--- config.mk ---
export PLATFORM = sky130hd
export DESIGN_NAME = fpu_queue_dispatcher
export DESIGN_NICKNAME = d
export VERILOG_FILES = /design/src/rtl/fpu_queue_dispatcher.sv
export SDC_FILE = /design/constraint.sdc
export NUM_CORES = 1
export LEC_CHECK = 0
export BUFFER_PORTS_ARGS = -buffer_cell sky130_fd_sc_hd__buf_2
export CAP_MARGIN = 40
export CORE_UTILIZATION = 45
export DETAILED_ROUTE_END_ITERATION = 12
export PLACE_DENSITY = 0.74
export SYNTH_ARGS = -nofsm -noshare
export SYNTH_HDL_FRONTEND = slang
export SYNTH_SLANG_ARGS = --single-unit
export TNS_END_PERCENT = 5
--- constraint.sdc ---
create_clock -name clk -period 5.17 [get_ports clk]
set_input_delay 1.034 -clock clk [delete_from_list [all_inputs] [get_ports clk]]
set_output_delay 1.034 -clock clk [all_outputs]
set_load 0.05 [all_outputs]
--- src/rtl/fpu_queue_dispatcher.sv ---
`default_nettype none
// ============================================================================
// Module   : fpu_queue_dispatcher
// Purpose  : Sequencer between the FPU outer instruction queue and the FPU
//            execution core. Takes the queue head in order, fetches any
//            memory operand as a run of 16-bit word reads, assembles it into
//            an 80-bit buffer, issues the instruction and waits for the core
//            to report completion before looking at the next head.
// Ports    :
//   clk, reset_n        clock, asynchronous active-low reset
//   flush               synchronous abort, returns to IDLE, clears bus_error
//   q_*                 queue head fields / empty flag; q_dequeue pops head
//   mem_req/addr/ack/   16-bit read port; request held until ack
//   mem_rdata
//   exec_*              latched instruction fields, issue strobe, done pulse
//   busy                dispatcher not idle
//   bus_error           sticky fetch watchdog expiry
// Revision : 1.0 - initial release
// ============================================================================
module fpu_queue_dispatcher #(
  parameter int ADDR_WIDTH     = 20,
  parameter int TIMEOUT_CYCLES = 1023
) (
  input  logic                  clk,
  input  logic                  reset_n,
  input  logic                  flush,
  input  logic                  q_empty,
  input  logic [7:0]            q_opcode,
  input  logic [2:0]            q_stack_index,
  input  logic [ADDR_WIDTH-1:0] q_ea,
  input  logic [1:0]            q_operand_size,
  input  logic                  q_is_integer,
  input  logic                  q_is_bcd,
  input  logic                  q_has_memory_op,
  input  logic                  q_has_pop,
  output logic                  q_dequeue,
  output logic                  mem_req,
  output logic [ADDR_WIDTH-1:0] mem_addr,
  input  logic                  mem_ack,
  input  logic [15:0]           mem_rdata,
  output logic                  exec_start,
  output logic [7:0]            exec_opcode,
  output logic [2:0]            exec_stack_index,
  output logic [1:0]            exec_operand_size,
  output logic                  exec_is_integer,
  output logic                  exec_is_bcd,
  output logic                  exec_has_pop,
  output logic [79:0]           exec_operand,
  input  logic                  exec_done,
  output logic                  busy,
  output logic                  bus_error
);

  // Timer only has to count up to TIMEOUT_CYCLES-1.
  localparam int TIMER_W = (TIMEOUT_CYCLES > 1) ? $clog2(TIMEOUT_CYCLES) : 1;
  localparam bit TIMEOUT_EN = (TIMEOUT_CYCLES != 0);
  localparam logic [TIMER_W-1:0] TIMER_LAST =
    TIMER_W'((TIMEOUT_CYCLES > 0) ? (TIMEOUT_CYCLES - 1) : 0);

  typedef enum logic [2:0] {
    S_IDLE  = 3'd0,
    S_FETCH = 3'd1,
    S_ISSUE = 3'd2,
    S_EXEC  = 3'd3,
    S_DROP  = 3'd4
  } state_t;

  state_t                state;
  state_t                state_next;
  logic [ADDR_WIDTH-1:0] ea_latched;
  logic [2:0]            word_cnt;
  logic [TIMER_W-1:0]    timer;
  logic [2:0]            words_last;
  logic                  last_word;
  logic                  timeout_hit;

  // Index of the final word for each operand size: 1, 2, 4 or 5 words.
  always_comb begin
    words_last = 3'd0;
    case (exec_operand_size)
      2'd0:    words_last = 3'd0;
      2'd1:    words_last = 3'd1;
      2'd2:    words_last = 3'd3;
      default: words_last = 3'd4;
    endcase
  end

  assign last_word   = (word_cnt == words_last);
  assign timeout_hit = TIMEOUT_EN && !mem_ack && (timer == TIMER_LAST);

  // Word address advances by 2 per 16-bit word and wraps at 2^ADDR_WIDTH.
  assign mem_addr = ea_latched + ADDR_WIDTH'({word_cnt, 1'b0});
  assign busy     = (state != S_IDLE);

  // --------------------------------------------------------------------------
  // State register
  // --------------------------------------------------------------------------
  always_ff @(posedge clk or negedge reset_n) begin
    if (!reset_n) begin
      state <= S_IDLE;
    end else begin
      state <= state_next;
    end
  end

  // --------------------------------------------------------------------------
  // Next-state and strobe decode
  // --------------------------------------------------------------------------
  always_comb begin
    state_next = state;
    exec_start = 1'b0;
    q_dequeue  = 1'b0;
    mem_req    = 1'b0;
    case (state)
      S_IDLE: begin
        if (!q_empty) begin
          state_next = q_has_memory_op ? S_FETCH : S_ISSUE;
        end
      end
      S_FETCH: begin
        mem_req = 1'b1;
        if (mem_ack) begin
          if (last_word) begin
            state_next = S_ISSUE;
          end
        end else if (timeout_hit) begin
          state_next = S_DROP;
        end
      end
      S_ISSUE: begin
        exec_start = 1'b1;
        q_dequeue  = 1'b1;
        state_next = S_EXEC;
      end
      S_EXEC: begin
        if (exec_done) begin
          state_next = S_IDLE;
        end
      end
      S_DROP: begin
        q_dequeue  = 1'b1;
        state_next = S_IDLE;
      end
      default: begin
        state_next = S_IDLE;
      end
    endcase
    // Flush overrides everything, including strobes already decoded above.
    if (flush) begin
      state_next = S_IDLE;
      exec_start = 1'b0;
      q_dequeue  = 1'b0;
      mem_req    = 1'b0;
    end
  end

  // --------------------------------------------------------------------------
  // Datapath: head latch, operand assembly, fetch counters, sticky error
  // --------------------------------------------------------------------------
  always_ff @(posedge clk or negedge reset_n) begin
    if (!reset_n) begin
      ea_latched        <= '0;
      word_cnt          <= 3'd0;
      timer             <= '0;
      bus_error         <= 1'b0;
      exec_opcode       <= 8'd0;
      exec_stack_index  <= 3'd0;
      exec_operand_size <= 2'd0;
      exec_is_integer   <= 1'b0;
      exec_is_bcd       <= 1'b0;
      exec_has_pop      <= 1'b0;
      exec_operand      <= 80'd0;
    end else if (flush) begin
      word_cnt  <= 3'd0;
      timer     <= '0;
      bus_error <= 1'b0;
    end else begin
      case (state)
        S_IDLE: begin
          if (!q_empty) begin
            ea_latched        <= q_ea;
            exec_opcode       <= q_opcode;
            exec_stack_index  <= q_stack_index;
            exec_operand_size <= q_operand_size;
            exec_is_integer   <= q_is_integer;
            exec_is_bcd       <= q_is_bcd;
            exec_has_pop      <= q_has_pop;
            exec_operand      <= 80'd0;
            word_cnt          <= 3'd0;
            timer             <= '0;
          end
        end
        S_FETCH: begin
          if (mem_ack) begin
            for (int i = 0; i < 5; i++) begin
              if (word_cnt == 3'(i)) begin
                exec_operand[16*i +: 16] <= mem_rdata;
              end
            end
            word_cnt <= word_cnt + 3'd1;
            timer    <= '0;
          end else if (timeout_hit) begin
            bus_error <= 1'b1;
            timer     <= '0;
          end else begin
            timer <= timer + TIMER_W'(1);
          end
        end
        default: begin
        end
      endcase
    end
  end

endmodule
`default_nettype wire

==> Flow_metrics.wiki, run 1 <==
{| class="wikitable"
! Metric !! Value
|-
| Fillcell total || 1102
|-
| RSZ-0062 raised after global routing || no
|-
| Congestion Overflow GR || 0
|-
| ANT cells || 0
|-
| Hold Path End || exec_operand[21]
|-
| Final weighted congestion in routability-driven placement || 0.846
|-
| M3 GR Usage || 6.80%
|-
| Number of max-slew violations in the final report || 0
|-
| Most used routing layer || met2
|-
| Layout cells sized above 1 || 35.9%
|-
| Number of antenna violations at the first check in global routing || 0
|-
| Max-cap viol count || 0
|-
| TritonCTS clock tree || yes
|-
| Synthesis warning total || 0
|-
| Synthesized netlist net count || 633
|-
| Area share of and/or/nand/nor cells after synthesis || 14.5%
|-
| Clock input transition at the sequential cells of the worst setup and hold paths || 0.06 ns
|-
| Number of I/O port buffers || 179
|-
| Post-synthesis sequential area ratio || 56.5%
|-
| Launch point of the worst reg-to-reg path || state[1]
|-
| Highest attainable clock frequency || 0.275 GHz
|-
| Cell depth of the worst flop-to-flop path || 5
|-
| Adder-cell share of the synthesized area || 2.89%
|-
| Clk sinks || 133
|-
| Layout overhead on the synthesized area || 28.1%
|-
| Proportion of total power due to net switching || 42.4%
|-
| Sum of negative setup slack || 0 ns
|-
| Power Density || 515 nW/um^2
|-
| Clock root buffer || sky130_fd_sc_hd__clkbuf_16
|-
| TritonCTS buffer count || 17
|-
| Final hold violation count || 0
|-
| Flop pwr share || 35.3%
|-
| WP depth || 6
|-
| Final nets || 809
|-
| Normalized max-slew margin || 46.1%
|-
| Effective utilization at floorplan || 46.5%
|-
| Post CTS Setup Buffer Count || 0
|-
| Overall routed net length || 13900 microns
|-
| Depth of the CTS H-tree || 4
|-
| Clk network pwr share || 30.3%
|-
| Crit path buffers/inverters || 1
|-
| Clock latency at the later pin of the worst-skew pair || 0.42 ns
|-
| HPWL after DPL || 9820 microns
|-
| Crit path cell chain || ha_1 -> a21o_1 -> a21oi_1 -> nor4b_1 -> xor2_1 -> buf_2
|-
| Predominant post-synthesis flop cell || sky130_fd_sc_hd__dfrtp_1
|-
| Largest family of logic cells by synthesized area || simple AND/OR/NAND/NOR gates
|-
| Post-cts repair resize count || 0
|-
| Number of instances on the worst hold path || 2
|-
| Register-to-register setup slack || 2.95 ns
|-
| Post-synthesis xor/xnor area fraction || 3.42%
|-
| Synthesis-stage register bit count || 133
|-
| Type of the worst min-delay path || flop to flop
|-
| Floorplan die area || 13500 sq um
|-
| Number of DRC markers in iteration 0 || 280
|-
| Leakage power summed over all cells || 3.73 nW
|-
| Die extent in y || 116 microns
|-
| Result of the run || complete, no violations
|-
| Critical path data arrival time || 2.60 ns
|-
| Global-route wire length before repair || 22200 microns
|-
| Crit share post-route || 70.3%
|-
| Maximum net fanout on the critical path || 8
|-
| Min cycle time layout || 3.63 ns
|-
| Cell type of the slowest stage on the worst timing path || sky130_fd_sc_hd__a21oi_1
|-
| Core Rows || 41
|-
| Async set or reset register ratio after synthesis || 100%
|-
| Syn Area/Cell || 10.5 sq um
|-
| Leading post-synthesis cells by instance count || 133 x sky130_fd_sc_hd__dfrtp_1, 100 x sky130_fd_sc_hd__nand2_1, 87 x sky130_fd_sc_hd__o21ai_0
|-
| Critical path type || flop to output pin
|-
| Via count of the first global-routing pass || 4617
|-
| Share of power burned in combinational logic || 34.4%
|-
| Pre-Repair DR Iteration Count || 4
|-
| Required time at the worst-slack endpoint || 4.14 ns
|-
| Number of ports placed on the die boundary || 180
|-
| Destination of the worst register-to-register timing path || exec_operand[48]
|-
| Kind of cell adding the most delay to the critical path || compound AO/OA/AOI/OAI gates
|-
| Global routing usage on met1 || 25.2%
|-
| GRT Total Usage || 21.4%
|-
| Number of cells produced by synthesis || 561
|-
| Hold wc startpoint || exec_operand[21]
|-
| Area of the core region || 12700 sq um
|-
| Number of buffers on the longest clock path || 2
|-
| Post-synth EDFFs || 0
|-
| Slew at the pin with the worst max-slew slack || 0.808 ns
|-
| Cell types occupying the most area after synthesis || sky130_fd_sc_hd__dfrtp_1 57%, sky130_fd_sc_hd__o21ai_0 7.4%, sky130_fd_sc_hd__mux2_2 6.9%
|-
| Final antenna-violating net count || 0
|-
| Worst setup EP type || output pin
|-
| Mean routed wirelength per cell || 15.1 microns
|-
| Total design power || 3.89 mW
|-
| Count of endpoints failing setup in the final report || 0
|-
| Number of library cell types mapped by synthesis || 49
|-
| Multiplexer share of the synthesized area || 6.88%
|-
| Net switching power || 1.65 mW
|-
| Compound-gate portion of the synthesized area || 11.8%
|-
| Overall die width || 116 microns
|-
| Top cell type's share of synthesized area || 56.5%
|-
| Int Pwr || 2.24 mW
|-
| Drc violations || 0
|-
| Largest net degree at the start of global routing || 90
|-
| Count of vias placed by the detailed router || 4791
|-
| Vias per cell || 5.20
|-
| Synthesized area || 5890 sq um
|-
| GR Util met2 || 36.7%
|-
| Most instantiated library cell after synthesis || sky130_fd_sc_hd__dfrtp_1
|-
| Hold bufs inserted after CTS || 0
|-
| Final setup skew || 0.00907 ns
|-
| Maximum vdd drop || 0.264 mV
|-
| Launching element type of the critical path || flop
|-
| Cell taking the most area after synthesis || sky130_fd_sc_hd__dfrtp_1
|-
| Slowest stage delay, CP || 0.58 ns
|}
-- worst max-delay path by stage --
| stage | start | end |
|---|---|---|
| 5_1_grt | word_cnt[1] | mem_addr[18] |
| 4_1_cts | word_cnt[1] | mem_addr[14] |
| 6_report | word_cnt[1] | mem_addr[14] |
| 3_3_place_gp | word_cnt[1] | mem_addr[18] |
| 2_1_floorplan | flush | q_dequeue |
| 3_5_place_dp | word_cnt[1] | mem_addr[14] |
-- registers in the layout (all words and copies together), names as in the netlist --
register           cells
exec_operand          80
ea_latched            20
timer                 10
exec_opcode            8
exec_stack_index       3
state                  3
word_cnt               3
exec_operand_size      2
bus_error              1
exec_has_pop           1
exec_is_bcd            1
exec_is_integer        1
-- stage by stage --
stage	util, %	worst slack [ns]	hold slack [ns]	area (sq um)	instances
after floorplan	-	1.82	0.479	5890	561
after global placement	54.9	1.98	0.457	6950	889
after detailed placement	55.0	1.91	0.465	6970	890
after CTS	59.6	1.46	0.481	7550	922
after global routing	59.6	1.32	0.503	7550	922
final	59.6	1.54	0.478	7550	922
-- power by group through the flow --
stage | logic [mW] | clock network, mW | registers (mW)
floorplan | 0.528 | 0 | 1.86
global placement | 1.32 | 0 | 1.38
detailed placement | 1.34 | 0 | 1.39
CTS | 1.35 | 1.21 | 1.37
global route | 1.43 | 1.26 | 1.40
finish | 1.34 | 1.18 | 1.37
-- metal layers --
| metal | part of all wire [%] | wire length [microns] | vias up |
|---|---|---|---|
| met4 | 1.2 | 172 | 0 |
| li1 | - | - | 2276 |
| met5 | 0 | 0 | - |
| met1 | 43 | 6040 | 2322 |
| met3 | 7.4 | 1020 | 20 |
| met2 | 48 | 6670 | 173 |
-- layout by cell type, fill, tap and decap left out, drive strengths merged, types with 6 or more instances in the layout --
cell,n
inv,33
xor2,11
nor3,6
xnor2,12
nor2,11
a21o,6
dfrtp,133
mux2,36
buf,188
a21oi,7
clkbuf,17
nand2,100
ha,12
nand3,23
o21ai,87
-- kinds of logic (layout without fill, tap and decap cells) --
logic type               Yosys count  count (layout)
AO/OA/AOI/OAI                    121             121
XOR/XNOR                          23              23
adder cells (fa/ha/maj)           13              13
buffers and inverters             55             244
flip-flops                       133             133
multiplexers                      36              36
AND/OR/NAND/NOR                  180             180
-- final cells by class --
cell class / count / area, sq um / share of cell area (%)
inverters: 24 / 90.1 / 1.19
well taps: 172 / 215 / 2.85
repair buffers: 188 / 977 / 12.9
flip-flops and latches: 133 / 3330 / 44.1
multi-input cells: 373 / 2350 / 31.2
clock inverters: 15 / 156 / 2.07
clock buffers: 17 / 425 / 5.64
-- worst register-to-register path, cell delays in order, from the launching register on --
cell                       delay, ns
sky130_fd_sc_hd__dfrtp_1        0.53
sky130_fd_sc_hd__nor3_1         0.66
sky130_fd_sc_hd__o2111a_1       0.53
sky130_fd_sc_hd__buf_8          0.23
sky130_fd_sc_hd__nand3_1        0.09
sky130_fd_sc_hd__o21ai_0        0.10
Note: power is estimated with default switching activity, not from simulation.
==> run 2: changes to the inputs <==
--- a/config.mk
+++ b/config.mk
@@ -9,7 +9,7 @@
 export CAP_MARGIN = 40
 export CORE_UTILIZATION = 45
 export DETAILED_ROUTE_END_ITERATION = 12
-export PLACE_DENSITY = 0.74
+export PLACE_DENSITY = 0.77
 export SYNTH_ARGS = -nofsm -noshare
 export SYNTH_HDL_FRONTEND = slang
 export SYNTH_SLANG_ARGS = --single-unit
==> constraint.sdc (replaced) <==
create_clock -name clk -period 3.1 [get_ports clk]
set_input_delay 0.62 -clock clk [delete_from_list [all_inputs] [get_ports clk]]
set_output_delay 0.62 -clock clk [all_outputs]
set_load 0.05 [all_outputs]
==> run 2 against run 1 <==
Net effect:
- sequential cell count did not move
- wire length is essentially flat
- first-iteration DRC count is 6.4% higher
- die area unchanged
- sequential power up 68%
- final cell count up 0.22%
- count of clock-buffer cells in the layout is 1 higher
- register-to-register slack worse by 2.0 ns
- total power up 71%
- hold slack got worse by 0.33 ns
- critical path type unchanged
- critical endpoint is now mem_addr[13]
- highest routed layer unchanged
==> Flow_metrics.wiki, run 2 (synthesis gave the netlist of run 1 again) <==
{| class="wikitable"
! Metric !! Value
|-
| Final antenna-violating net count || 0
|-
| RSZ-0062 raised after global routing || yes
|-
| Worst setup EP type || output pin
|-
| Cell type of the slowest stage on the worst timing path || sky130_fd_sc_hd__dfrtp_1
|-
| Overall die width || 116 microns
|-
| Clock input transition at the sequential cells of the worst setup and hold paths || 0.06 ns
|-
| Area of the core region || 12700 sq um
|-
| Effective utilization at floorplan || 46.5%
|-
| Max-cap viol count || 0
|-
| Global-route wire length before repair || 22300 microns
|-
| TritonCTS buffer count || 17
|-
| Result of the run || complete, no violations
|-
| Core Rows || 41
|-
| Number of ports placed on the die boundary || 180
|-
| Vias per cell || 5.17
|-
| Maximum vdd drop || 0.495 mV
|-
| Number of buffers on the longest clock path || 2
|-
| Largest net degree at the start of global routing || 81
|-
| Leakage power summed over all cells || 3.77 nW
|-
| Required time at the worst-slack endpoint || 2.48 ns
|-
| Cell depth of the worst flop-to-flop path || 5
|-
| Launch point of the worst reg-to-reg path || state[1]
|-
| Worst setup path startpoint || ea_latched[4]
|-
| Final nets || 811
|-
| Normalized max-slew margin || 46.9%
|-
| Overall routed net length || 13900 microns
|-
| Layout cells sized above 1 || 37.1%
|-
| Clock root buffer || sky130_fd_sc_hd__clkbuf_16
|-
| Count of vias placed by the detailed router || 4776
|-
| Pre-Repair DR Iteration Count || 4
|-
| Register-to-register setup slack || 0.96 ns
|-
| Depth of the CTS H-tree || 4
|-
| Number of antenna violations at the first check in global routing || 0
|-
| Power Density || 868 nW/um^2
|-
| Destination of the worst register-to-register timing path || exec_operand[55]
|-
| Number of I/O port buffers || 179
|-
| Flip-flop count of the largest register, all copies and words added || 80
|-
| Mean routed wirelength per cell || 15.1 microns
|-
| Maximum net fanout on the critical path || 6
|-
| Number of DRC markers in iteration 0 || 298
|-
| Crit path cell chain || nand4_1 -> or2_2 -> or3_1 -> xnor2_1 -> buf_2
|-
| Crit share post-route || 97.2%
|-
| Critical path data arrival time || 2.39 ns
|-
| Most common cell after layout, fill and taps aside || sky130_fd_sc_hd__buf_2
|-
| GRT Total Usage || 21.6%
|-
| Clk sinks || 133
|-
| Highest attainable clock frequency || 0.332 GHz
|-
| Layout overhead on the synthesized area || 30.4%
|-
| HPWL after DPL || 9880 microns
|-
| Number of max-slew violations in the final report || 0
|-
| Register ranked first by flip-flop count || exec_operand
|-
| Commonest cells after routing, fill and taps aside || 175 x sky130_fd_sc_hd__buf_2, 131 x sky130_fd_sc_hd__dfrtp_1, 100 x sky130_fd_sc_hd__nand2_1
|-
| Type of the worst min-delay path || input port to async pin
|-
| Drc violations || 0
|-
| Clock latency at the later pin of the worst-skew pair || 0.42 ns
|-
| Die extent in y || 116 microns
|-
| Post-Layout Inst Area || 7680 sq um
|-
| Floorplan die area || 13500 sq um
|-
| ANT cells || 0
|-
| Final setup skew || 0.0107 ns
|-
| Critical path type || flop to output pin
|-
| Min cycle time layout || 3.01 ns
|-
| Sum of negative setup slack || 0 ns
|-
| Slowest stage delay, CP || 0.43 ns
|-
| Biggest regs || exec_operand x80, ea_latched x20, timer x10
|-
| Via count of the first global-routing pass || 4567
|-
| Congestion Overflow GR || 0
|-
| Final hold violation count || 0
|-
| Final weighted congestion in routability-driven placement || 0.853
|-
| Placed cell areas || 6990 sq um
|-
| Launching element type of the critical path || flop
|-
| Count of endpoints failing setup in the final report || 0
|-
| TritonCTS clock tree || yes
|-
| Slew at the pin with the worst max-slew slack || 0.797 ns
|}
-- run 2: cell type report --
| type | count | area (sq um) |
|---|---|---|
| timing repair buffer | 190 | 1000 |
| fill | 1064 | 4990 |
| clock inverter | 14 | 189 |
| multi-input combinational | 373 | 2410 |
| clock buffer | 18 | 439 |
| sequential | 133 | 3330 |
| tap | 172 | 215 |
| inverter | 24 | 90.1 |
-- run 2: how the worst max path moves through the flow --
stage,slack [ns],depth (start not counted),endpoint
2_1_floorplan,0.18,6,mem_addr[15]
3_3_place_gp,0.25,7,mem_addr[15]
3_5_place_dp,0.21,7,mem_addr[15]
4_1_cts,0.04,6,mem_addr[15]
5_1_grt,-0.03,7,mem_addr[11]
6_report,0.09,5,mem_addr[13]
-- run 2: stage by stage --
stage          cells  total power, mW  hold WS (ns)  util, %  worst slack, ns
3_3_place_gp     892             4.50         0.456     55.1            0.252
6_report         924             6.66         0.147     60.6           0.0873
3_5_place_dp     892             4.56         0.465     55.1            0.211
5_1_grt          924             6.98         0.179     60.6          -0.0346
2_1_floorplan    561             3.98         0.324        -            0.184
4_1_cts          924             6.70         0.163     60.2           0.0356
-- run 2: worst max-delay path: cells and delay by family (launching register included) --
kind / cells / cell delay, ns
XOR/XNOR: 1 / 0.17
buffers and inverters: 1 / 0.29
flip-flops: 1 / 0.43
AND/OR/NAND/NOR: 3 / 1.07
-- run 2: power breakdown --
group	switching, mW	total [mW]	internal [mW]
combinational	1.70	2.26	0.557
sequential	0.244	2.30	2.06
clock	0.790	2.10	1.31
-- run 2: what timing repair did --
| action | CTS | global route |
|---|---|---|
| buffers inserted | 0 | 0 |
| endpoints found under the setup margin | 4 | 8 |
| hold buffers | 0 | 0 |
| gates resized for setup | 5 | 9 |
| pin swaps | 1 | 0 |
-- run 2: routing by layer --
metal	vias to the layer above	wire length [microns]	GRT usage, %
li1	2284	-	-
met1	2304	6010	26.8
met2	172	6750	36.0
met3	16	1010	6.85
met4	0	137	6.32
met5	-	0	0
